File: config.mk
export PLATFORM = sky130hd
export DESIGN_NAME = instr_fetch
export DESIGN_NICKNAME = d
export VERILOG_FILES = /design/src/rtl/instr_fetch.sv
export SDC_FILE = /design/constraint.sdc
export NUM_CORES = 1
export LEC_CHECK = 0
export CAP_MARGIN = 20
export CORE_MARGIN = 5
export CORE_UTILIZATION = 40
export DETAILED_ROUTE_END_ITERATION = 6
export HOLD_SLACK_MARGIN = 0.03
export PLACE_DENSITY_LB_ADDON = 0.1
export SLEW_MARGIN = 20
export SYNTH_ARGS = -nofsm -noshare
export SYNTH_HDL_FRONTEND = slang
export SYNTH_SLANG_ARGS = --single-unit
File: constraint.sdc
create_clock -name clk -period 6.3 [get_ports clk]
set_input_delay 0.63 -clock clk [delete_from_list [all_inputs] [get_ports clk]]
set_output_delay 0.63 -clock clk [all_outputs]
set_load 0.01 [all_outputs]
File: src/rtl/instr_fetch.sv
// Instruction fetch stage: owns the PC, drives program memory, and registers
// the returned word into IF/ID with branch/stall/flush/halt handling.
module instr_fetch #(
  parameter logic [15:0] RESET_PC   = 16'h0000,
  parameter logic [15:0] NOP_INSTR  = 16'h0000,
  parameter logic [15:0] HALT_INSTR = 16'hFFFF
) (
  input  logic        clk,
  input  logic        rst,
  input  logic        stall,
  input  logic        flush,
  input  logic        branch_taken,
  input  logic [15:0] branch_target,
  input  logic [15:0] imem_data,
  output logic [15:0] imem_addr,
  output logic [15:0] if_instr,
  output logic [15:0] if_pc,
  output logic [15:0] if_pc_plus2,
  output logic        if_valid,
  output logic        halted,
  output logic [15:0] fetch_count
);

  logic [15:0] r_pc;
  logic [15:0] r_if_instr;
  logic [15:0] r_if_pc;
  logic [15:0] r_if_pc_plus2;
  logic        r_if_valid;
  logic        r_halted;
  logic [15:0] r_fetch_count;

  logic [15:0] w_pc_plus2;
  logic        w_is_halt;

  assign w_pc_plus2 = r_pc + 16'd2;
  assign w_is_halt  = (imem_data == HALT_INSTR);

  always_ff @(posedge clk or posedge rst) begin
    if (rst) begin
      r_pc          <= RESET_PC;
      r_if_instr    <= NOP_INSTR;
      r_if_pc       <= RESET_PC;
      r_if_pc_plus2 <= RESET_PC + 16'd2;
      r_if_valid    <= 1'b0;
      r_halted      <= 1'b0;
      r_fetch_count <= 16'h0000;
    end else if (r_halted) begin
      // Halt word stays in IF/ID but is only issued valid once.
      r_if_valid <= 1'b0;
    end else if (branch_taken) begin
      r_pc       <= {branch_target[15:1], 1'b0};
      r_if_instr <= NOP_INSTR;
      r_if_valid <= 1'b0;
    end else if (stall) begin
      r_pc <= r_pc;
    end else if (flush) begin
      r_pc       <= w_pc_plus2;
      r_if_instr <= NOP_INSTR;
      r_if_valid <= 1'b0;
    end else begin
      r_if_instr    <= imem_data;
      r_if_pc       <= r_pc;
      r_if_pc_plus2 <= w_pc_plus2;
      r_if_valid    <= 1'b1;
      r_fetch_count <= (r_fetch_count == 16'hFFFF) ? r_fetch_count
                                                   : r_fetch_count + 16'd1;
      if (w_is_halt) r_halted <= 1'b1;
      else           r_pc     <= w_pc_plus2;
    end
  end

  assign imem_addr   = r_pc;
  assign if_instr    = r_if_instr;
  assign if_pc       = r_if_pc;
  assign if_pc_plus2 = r_if_pc_plus2;
  assign if_valid    = r_if_valid;
  assign halted      = r_halted;
  assign fetch_count = r_fetch_count;

endmodule

==> flow_metrics.env <==
export IMPL_status="finished, final reports clean"
export IMPL_mostFrequentLayoutCells="114 x clkdlybuf4s50_1, 95 x nand2_1, 78 x dfrtp_1"
export IMPL_postCtsHoldBufs=0
export IMPL_grt_pass1_vias=3212
export IMPL_worstMarginPinSlew_ns=0.8526
export IMPL_hp_class="register to register"
export IMPL_grt_antenna_before_repair=0
export IMPL_finalCritPeriodShare_pct=50.87
export IMPL_final_layout_size_suffix_gt1_share_pct=7.869
export IMPL_portBuffers=114
export IMPL_grt_max_degree=80
export IMPL_die_w_um=108.7
export IMPL_cts_resized=0
export IMPL_drcViolationCount=0
export IMPL_pre_cts_ws_ns=2.715
export IMPL_drt_first_pass_iters=4
export IMPL_final_util_pct=55.08
export IMPL_via_per_inst=5.164
export IMPL_nets=555
export IMPL_slowest_delay_ns=0.77
export IMPL_cts_tree="built"
export IMPL_vias=3377
export IMPL_slowest_stage="nand4_1"
export IMPL_cts_setup_buffers=0
export IMPL_cts_buffer_depth=2
export IMPL_async_flop_share_pct=100.0
export IMPL_crit_type="input pin to register"
export IMPL_max_cap_viol_count=0
export IMPL_vdd_ir_drop_max_uv=107.8
export IMPL_p_leak_uw=0.002310
export IMPL_arrival_ns=3.44
export IMPL_clock_latency_ns=0.36
export IMPL_syn_cell_area_um2=3895
export IMPL_min_path_cells=2
export IMPL_drtIter0Drc=103
export IMPL_critPathMaxFanout=30
export IMPL_fin_worst_skew_ns=0.01163
export IMPL_rsz0062_at_grt="no"
export IMPL_crit_path_end_kind="register"
export IMPL_cts_sinks=79
export IMPL_wl_mm=10.40
export IMPL_io_pins=119
export IMPL_row_count=36
export IMPL_path_clk_slew_ns=0.08
export IMPL_slew_viol_final=0
export IMPL_n_antenna_cell=0
export IMPL_crit_chain="clkdlybuf4s50_1 -> buf_4 -> nor2_2 -> nand4_1 -> o21a_1 -> mux2_2"
export IMPL_grt_usage_pct=18.16
export IMPL_place_gp_congestion=0.7797
export IMPL_fin_ws_ns=3.095
export IMPL_initial_utilization_pct=40.41
export IMPL_cts_max_level=3
export IMPL_avgSynthCellArea_um2=9.408
export IMPL_ys_types=53
export IMPL_wire_per_inst_um=15.90
export IMPL_yosys_warnings=0
export IMPL_die_area_um2=11810
export IMPL_min_period_ns=3.205
export IMPL_postRouteAntennaNets=0
export IMPL_reg2reg_depth=5
export IMPL_cellPowerDensity_nw_per_um2=191.0
export IMPL_cts_root_buffer="clkbuf_8"
export IMPL_slew_headroom_pct=42.99
export IMPL_final_common_cell="clkdlybuf4s50_1"
export IMPL_grt_overflow_total=0
export IMPL_ys_ff_latch=79
export IMPL_synthCells=414
export IMPL_cp_required_ns=6.54
export IMPL_die_h_um=108.7
export IMPL_synth_edf_count=0
export IMPL_dpl_hpwl_mm=7.124
export IMPL_r2r_start="imem_addr[1]$_DFFE_PP0P_"
export IMPL_setup_tns_ns=0
export IMPL_ys_seq_area_share_pct=50.79
export IMPL_cp_start_kind="input pin"
export IMPL_hold_path_startpoint="if_instr[15]$_DFFE_PP0P_"
export IMPL_grt_pass1_wl_mm=16.93
export IMPL_max_freq_mhz=312.0
export IMPL_core_area_um2=9639
export IMPL_synthToLayoutAreaGrowth_pct=36.30
export IMPL_cts_inserted_buffers=9
export IMPL_hold_violations=0
export IMPL_setup_viol=0
export IMPL_critical_path_startpoint="branch_taken"
export IMPL_synthFlopType="dfrtp_1"
export IMPL_power_uw=1014
## final cells by class
| class | instances | area [um^2] |
|---|---|---|
| clock buffers | 10 | 137.6 |
| multi-input cells | 299 | 1757 |
| clock inverters | 6 | 60.06 |
| fillers | 950 | 4330 |
| well taps | 133 | 166.4 |
| inverters | 9 | 35.03 |
| repair buffers | 118 | 1175 |
| flip-flops and latches | 79 | 1978 |
## state kept, by name, indices dropped and copies added, names as in the netlist
signal	cells
if_pc_plus2	15
if_valid	1
if_pc	15
if_instr	16
fetch_count	16
halted	1
imem_addr	15
## metal layers
| layer | part of all wire [%] | GRT usage (%) | vias up |
|---|---|---|---|
| met4 | 1.3 | 5.771 | 0 |
| met2 | 44 | 25.46 | 103 |
| li1 | - | - | 1648 |
| met1 | 47 | 27.15 | 1614 |
| met3 | 7.3 | 4.914 | 12 |
| met5 | 0 | 0 | - |
## worst paths after layout
kind	to	slack, ns
max	imem_addr[2]$_DFFE_PP0P_	3.09
max reg2reg	imem_addr[13]$_DFFE_PP0P_	3.96
min in group asynchronous	fetch_count[13]$_DFFE_PP0P_	0.79
max in group asynchronous	halted$_DFF_PP0_	5.03
min reg2reg	if_instr[15]$_DFFE_PP0P_	0.47
min	if_instr[15]$_DFFE_PP0P_	0.47
## cell families after synthesis
group,Yosys count,synth area share [%]
AO/OA/AOI/OAI,81,14.36
XOR/XNOR,28,6.296
adder cells (fa/ha/maj),2,0.6424
buffers and inverters,38,4.433
flip-flops,79,50.79
multiplexers,3,0.8673
other,1,0.09628
AND/OR/NAND/NOR,182,22.52
## where the power goes
| part | total [uW] | internal, uW | switching [uW] |
|---|---|---|---|
| combinational | 97.4 | 51.6 | 45.8 |
| sequential | 533 | 517 | 16.0 |
| clock | 384 | 192 | 192 |
| total | 1010 | 760 | 254 |
## critical path, delay by kind of cell
kind                   cells  cell delay [ns]
and+or+nand+nor            2             1.36
AOI/OAI and AO/OA          1             0.51
muxes                      1             0.30
buffers and inverters      2             0.63
## synth_stat cells, types with 4 or more instances
cell type | count | area, um^2
a211oi_1 | 6 | 45.04
a21oi_1 | 12 | 60.06
a31oi_1 | 5 | 31.28
and4_1 | 5 | 43.79
buf_2 | 9 | 45.04
clkbuf_1 | 15 | 56.30
dfrtp_1 | 78 | 1952
inv_1 | 8 | 30.03
nand2_1 | 95 | 356.6
nand3_1 | 26 | 130.1
nand4_1 | 11 | 68.82
nor2_1 | 16 | 60.06
nor3_1 | 8 | 40.04
nor4_1 | 6 | 37.54
o211ai_1 | 5 | 37.54
o21ai_0 | 22 | 110.1
o221a_2 | 4 | 45.04
o22a_1 | 5 | 43.79
o2bb2ai_1 | 5 | 43.79
xnor2_1 | 12 | 105.1
xor2_1 | 16 | 140.1
## stage by stage
step	std cells	cell area, um^2	hold slack [ns]
CTS	654	5305	0.4749
detailed placement	638	5107	0.4560
global route	654	5309	0.4969
global placement	638	5107	0.4513
floorplan	416	3902	0.4862
finish	654	5309	0.4706
No activity file was read; power rests on OpenSTA's default activity.
